$ cat src/rtl/uart_pkg.sv
// uart_pkg: shared RX/session state encodings and oversampling constants for the UART program loader
package uart_pkg;
  localparam int OVERSAMPLE = 16;
  localparam int MID_SAMPLE = 8;
  typedef enum logic [1:0] {RX_IDLE, RX_START, RX_BITS, RX_STOP} rx_state_t;
  typedef enum logic [2:0] {S_IDLE, S_HDR, S_DATA, S_DONE, S_ERR} sess_state_t;
endpackage

$ cat src/rtl/uart_rx_byte.sv
// uart_rx_byte: 8N1 receiver with 2-flop rx synchronizer and 16x oversampling tick.
// With UART_LOADER_TIMEOUT_EN it also exports tick and rx_idle for the loader's inter-byte timeout.
module uart_rx_byte
  import uart_pkg::*;
#(
  parameter int CLK_HZ = 10_000_000,
  parameter int BAUD   = 128_000
) (
  input  logic       clk,
  input  logic       reset,
  input  logic       rx,
  output logic [7:0] rx_byte,
  output logic       byte_valid,
  output logic       stop_err
`ifdef UART_LOADER_TIMEOUT_EN
  ,
  output logic       tick,
  output logic       rx_idle
`endif
);
  localparam int DIV   = CLK_HZ / (BAUD * OVERSAMPLE);
  localparam int DIV_W = DIV > 1 ? $clog2(DIV) : 1;
`ifndef UART_LOADER_TIMEOUT_EN
  logic tick;
`endif
  rx_state_t st, nxt;
  logic [DIV_W-1:0] div_cnt;
  logic [2:0] sync;
  logic [3:0] tcnt;
  logic [2:0] bcnt;
  logic [7:0] sh;
  logic rx_s, fall, mid, last;
  // sync[1] is the synchronized rx, sync[2] its previous value for edge detection
  always_ff @(posedge clk or negedge reset)
    if (!reset) sync <= 3'b111;
    else sync <= {sync[1:0], rx};
  assign rx_s = sync[1];
  assign fall = sync[2] & ~rx_s;
  assign tick = div_cnt == DIV_W'(DIV - 1);
  always_ff @(posedge clk or negedge reset)
    if (!reset) div_cnt <= '0;
    else div_cnt <= tick ? '0 : div_cnt + 1'b1;
  assign mid  = tick && tcnt == 4'(MID_SAMPLE - 1);
  assign last = tick && tcnt == 4'(OVERSAMPLE - 1);
  always_ff @(posedge clk or negedge reset)
    if (!reset) st <= RX_IDLE;
    else st <= nxt;
  always_comb begin
    nxt = st;
    case (st)
      RX_IDLE:  nxt = fall ? RX_START : RX_IDLE;
      RX_START: nxt = mid ? (rx_s ? RX_IDLE : RX_BITS) : RX_START;
      RX_BITS:  nxt = last && &bcnt ? RX_STOP : RX_BITS;
      RX_STOP:  nxt = last ? RX_IDLE : RX_STOP;
      default:  nxt = RX_IDLE;
    endcase
  end
  always_comb begin
    byte_valid = st == RX_STOP && last && rx_s;
    stop_err   = st == RX_STOP && last && !rx_s;
    rx_byte    = sh;
`ifdef UART_LOADER_TIMEOUT_EN
    rx_idle    = st == RX_IDLE;
`endif
  end
  // tick phase restarts at mid start bit so later samples land mid-bit
  always_ff @(posedge clk or negedge reset)
    if (!reset) begin
      tcnt <= '0;
      bcnt <= '0;
      sh   <= '0;
    end else begin
      tcnt <= (st == RX_IDLE || (st == RX_START && mid)) ? '0 : tick ? tcnt + 1'b1 : tcnt;
      bcnt <= st == RX_IDLE ? '0 : (st == RX_BITS && last) ? bcnt + 1'b1 : bcnt;
      sh   <= (st == RX_BITS && last) ? {rx_s, sh[7:1]} : sh;
    end
endmodule

$ cat src/rtl/uart_prog_loader.sv
// uart_prog_loader: loads a 32-bit word count then that many little-endian words over UART into a word-addressed memory.
// Optional inter-byte timeout enabled by defining UART_LOADER_TIMEOUT_EN.
module uart_prog_loader
  import uart_pkg::*;
#(
  parameter int CLK_HZ       = 10_000_000,
  parameter int BAUD         = 128_000,
  parameter int ADDR_W       = 14,
  parameter int TIMEOUT_BITS = 64
) (
  input  logic              clk,
  input  logic              reset,
  input  logic              start,
  input  logic              rx,
  output logic              wr_en,
  output logic [ADDR_W-1:0] wr_addr,
  output logic [31:0]       wr_data,
  output logic              busy,
  output logic              done,
  output logic              frame_err
);
  sess_state_t st, nxt;
  logic [7:0] rx_byte;
  logic byte_valid, stop_err, timeout, fin;
  logic [1:0] bidx;
  logic [31:0] word, n_words, widx, asm;
  logic active, word_done, in_range, restart;
`ifdef UART_LOADER_TIMEOUT_EN
  logic tick, rx_idle;
  logic [3:0] to_sub;
  logic [31:0] to_bits;
`endif
  uart_rx_byte #(.CLK_HZ(CLK_HZ), .BAUD(BAUD)) u_rx (
    .clk        (clk),
    .reset      (reset),
    .rx         (rx),
    .rx_byte    (rx_byte),
    .byte_valid (byte_valid),
    .stop_err   (stop_err)
`ifdef UART_LOADER_TIMEOUT_EN
    ,
    .tick       (tick),
    .rx_idle    (rx_idle)
`endif
  );
  assign active    = st == S_HDR || st == S_DATA;
  assign restart   = start && !active;
  assign word_done = active && byte_valid && &bidx;
  assign asm       = {rx_byte, word[31:8]};
  assign in_range  = (widx >> ADDR_W) == '0;
`ifdef UART_LOADER_TIMEOUT_EN
  // bit-time counter saturates at the limit and waits for the receiver to be idle
  always_ff @(posedge clk or negedge reset)
    if (!reset) begin
      to_sub  <= '0;
      to_bits <= '0;
    end else if (!active || byte_valid) begin
      to_sub  <= '0;
      to_bits <= '0;
    end else if (tick && to_bits < 32'(TIMEOUT_BITS)) begin
      to_sub  <= to_sub + 1'b1;
      to_bits <= to_bits + 32'(&to_sub);
    end
  assign timeout = to_bits >= 32'(TIMEOUT_BITS) && rx_idle;
`else
  assign timeout = 1'b0;
`endif
  always_ff @(posedge clk or negedge reset)
    if (!reset) st <= S_IDLE;
    else st <= nxt;
  always_comb begin
    nxt = st;
    case (st)
      S_HDR:   nxt = (stop_err || timeout) ? S_ERR : word_done ? (asm == '0 ? S_DONE : S_DATA) : S_HDR;
      S_DATA:  nxt = (stop_err || timeout) ? S_ERR : fin ? S_DONE : S_DATA;
      default: nxt = start ? S_HDR : st;
    endcase
  end
  always_comb begin
    busy      = active;
    done      = st == S_DONE;
    frame_err = st == S_ERR;
  end
  // fin lags the last word by one cycle so done follows the final write strobe
  always_ff @(posedge clk or negedge reset)
    if (!reset) begin
      bidx    <= '0;
      word    <= '0;
      n_words <= '0;
      widx    <= '0;
      wr_en   <= 1'b0;
      wr_data <= '0;
      fin     <= 1'b0;
      wr_addr <= '0;
    end else begin
      bidx    <= restart ? '0 : (active && byte_valid) ? bidx + 1'b1 : bidx;
      word    <= (active && byte_valid) ? asm : word;
      n_words <= (st == S_HDR && word_done) ? asm : n_words;
      widx    <= restart ? '0 : (st == S_DATA && word_done) ? widx + 1'b1 : widx;
      wr_en   <= st == S_DATA && word_done && in_range;
      wr_data <= (st == S_DATA && word_done) ? asm : wr_data;
      fin     <= st == S_DATA && word_done && widx + 1'b1 == n_words;
      wr_addr <= restart ? '0 : (wr_en && !(&wr_addr)) ? wr_addr + 1'b1 : wr_addr;
    end
endmodule

$ cat config.mk
export PLATFORM = sky130hd
export DESIGN_NAME = uart_prog_loader
export DESIGN_NICKNAME = d
export VERILOG_FILES = /design/src/rtl/uart_pkg.sv /design/src/rtl/uart_rx_byte.sv /design/src/rtl/uart_prog_loader.sv
export SDC_FILE = /design/constraint.sdc
export NUM_CORES = 1
export LEC_CHECK = 0
export CAP_MARGIN = 20
export CORE_MARGIN = 10
export CORE_UTILIZATION = 45
export CTS_BUF_LIST = sky130_fd_sc_hd__clkbuf_8
export DETAILED_ROUTE_END_ITERATION = 10
export GPL_TIMING_DRIVEN = 0
export PLACE_DENSITY = 0.66
export SYNTH_ARGS = -nofsm -noshare
export SYNTH_HDL_FRONTEND = slang
export SYNTH_SLANG_ARGS = --single-unit
$ cat constraint.sdc
create_clock -name clk -period 2.7 [get_ports clk]
set_input_delay 0.27 -clock clk [delete_from_list [all_inputs] [get_ports clk]]
set_output_delay 0.27 -clock clk [all_outputs]
set_load 0.05 [all_outputs]
==> metrics.yaml <==
outcome: "finished with violations"
failed_checks: "setup timing"
synth_common_cells: "160 x dfrtp_1, 133 x nand2_1, 65 x mux2_2, 56 x nor2_1, 46 x o21ai_0"
required_ns: 3.08
hold_viol: 0
dr_total_vias: 6198
fin_crit_ns: 2.80
drive_above_1_share_pct: 18.7
drt_wl_total_um: 19800
ys_top_cells_by_area: "dfrtp_1 50%, mux2_2 9.1%, nand2_1 6.2%"
fin_ws_ns: -0.103
p_leak_nw: 4.40
synthDistinctLibCells: 61
antenna_left: 0
post-synth-top-count-cell: "dfrtp_1"
critPathMostFrequentCell: "or4_4"
cts_tree: "built"
gp_congestion: 0.909
setup.worst_path.class: "flop to flop"
use_met3_pct: 3.35
portBuffers: 53
rsz0062_at_grt: "yes"
finalSetupTns_ns: -0.103
use_met1_pct: 22.6
grt_pass1_vias: 5989
cp_max_fo: 4
cts_root_buf: "clkbuf_8"
syn_nets: 796
grt.total_usage_pct: 16.8
critPathCaptureType: "flop"
critPathMaxStageDelay_ns: 0.60
core_area_um2: 17400
crit_arrival_ns: 3.18
synth_top_area_share_pct: 49.9
dp_slack_ns: -0.503
syn_area_um2: 8020
synth_seq_cells: 163
start_util_pct: 46.2
synthFlopType: "dfrtp_1"
clk_pin_slew_worst_paths_ns: 0.09
dieWidth_um: 154
area_growth_pct: 19.6
dr.pass1.iters: 5
gr-usage-met2_pct: 25.9
min_path_type: "input pin to flop"
power_mw: 5.21
placementRows: 48
antenna_found_initial: 0
final_nets: 890
cts_max_level: 4
p_per_area_nw_per_um2: 543
drc: 0
synth.avg_cell_area_um2: 10.2
grt_pass1_wl_um: 32700
synth_top_area_cell: "dfrtp_1"
grt_max_degree: 124
path_cells: "ha_4 > nand4_4 > or4_4 > or4_4 > xor2_1 > nor2_1 > or4_4 > nor4_4"
maxSlewViolCount: 0
diodes: 0
cp_num_buf_inv: 0
syn_inst: 785
yosys_warnings: 0
die_area_um2: 23600
ys_seq_area_share_pct: 50.9
maxSlewHeadroom_pct: 55.7
skew_ns: 0.0122
grt-ovfl-total: 0
clock-sinks: 163
clock_latency_ns: 0.47
dieHeight_um: 154
max_freq_mhz: 357
drt-vias-per-instance: 5.55
maxCapViolCount: 0
cp-start-kind: "flop"
ir_worst_vdd_mv: 0.353
clockBufferDepth: 2
tightest_slew_ns: 0.654
numCtsBuffers: 17
post-route-util_pct: 55.3
io_pins: 54
setup_viol: 1
path_delay_family: "simple AND/OR/NAND/NOR gates"
synth-async-reset-ratio_pct: 100
busiest_layer: "met2"
dp_hpwl_um: 13500
min_period_over_period_pct: 104
synth-edff-count: 0
drt-initial-drc-count: 570
cpMaxStageDelayCell: "or4_4"
wl_per_cell_um: 17.8
[metrics by stage]
step	cells	area (um^2)	hold slack, ns
after floorplan	785	8050	-0.0256
after global placement	1063	8860	0.346
after detailed placement	1064	8890	0.178
after CTS	1113	9520	0.191
after global routing	1117	9590	0.197
final	1117	9590	0.205
[routing by layer]
layer	part of all wire (%)	vias up
met4	1.7	0
met2	47	147
li1	-	2951
met5	0	-
met3	3.9	23
met1	48	3077
[worst register-to-register path, cell delays in order, from the launching register on]
cell	delay, ns
dfrtp_2	0.43
ha_4	0.18
nand4_4	0.07
or4_4	0.58
or4_4	0.61
xor2_1	0.16
nor2_1	0.08
or4_4	0.43
nor4_4	0.16
[cells by family after synthesis]
family / count (synthesis) / share of synthesized area, %
simple gates: 316 / 19.5
buf+inv: 53 / 2.70
fa+ha+maj: 7 / 1.09
compound gates: 107 / 8.39
mux: 77 / 10.6
flops: 163 / 50.9
xor+xnor: 62 / 6.77
[registers in the layout (all words and copies together), names as in the netlist]
register	count
word	24
wr_data	32
st	3
u_rx.sync	3
widx	32
u_rx.tcnt	4
u_rx.st	2
u_rx.div_cnt	2
bidx	2
fin	1
wr_en	1
u_rx.bcnt	3
n_words	32
wr_addr	14
u_rx.rx_byte	8
[worst paths after layout]
kind                              start            to  slack (ns)  cells after the start
min in group asynchronous         reset  u_rx.bcnt[1]        0.26                      2
hold reg to reg            u_rx.sync[0]  u_rx.sync[1]        0.37                      0
setup / recovery                widx[0]           fin       -0.10                      8
hold / removal                       rx  u_rx.sync[0]        0.21                      1
max in group asynchronous         reset       widx[1]        1.53                      3
setup reg to reg                widx[0]           fin       -0.10                      8
[repair_timing]
item | CTS | global route
pin swaps | 11 | 8
gates resized for setup | 12 | 21
setup buffers | 16 | 5
endpoints found under the setup margin | 112 | 23
hold buffers | 1 | 0
hold endpoints to repair | 40 | 0
cloned | 0 | 0
[cell type report]
type / count / area (um^2)
Sequential cell: 163 / 4090
Tap cell: 225 / 282
Clock buffer: 18 / 248
Multi-Input combinational cell: 569 / 3810
Inverter: 8 / 30.0
Buffer: 44 / 209
Timing Repair Buffer: 76 / 731
Fill cell: 1516 / 7770
Clock inverter: 14 / 190
[power by group]
group / internal, mW / switching (mW)
clock network: 0.970 / 1.00
logic: 0.232 / 0.352
registers: 2.54 / 0.114
total: 3.74 / 1.47
[cells in the final DEF (no fill, tap or decap), drive strengths merged, types with 4 or more instances in the layout]
master         synthesis  routed
mux2                  65      65
nor3                   8       8
nand4                 21      21
nand2b                 4       4
xor2                  25      25
mux2i                 12      12
and3                   5       5
buf                   13      31
clkdlybuf4s50          0      52
xnor2                 37      37
or4                    4       4
nand3                 28      28
nor2b                  5       5
o31ai                 11      11
and2                  11      11
ha                     7       7
a22o                   5       5
inv                    8      15
nor4                  23      23
or3                    5       5
and4                   8       8
dfrtp                160     160
clkbuf                32      54
o21ai                 46      46
nor2                  56      56
nand2                133     133
a21oi                 17      17
a31oi                  5       5
No activity file was read; power rests on OpenSTA's default activity.
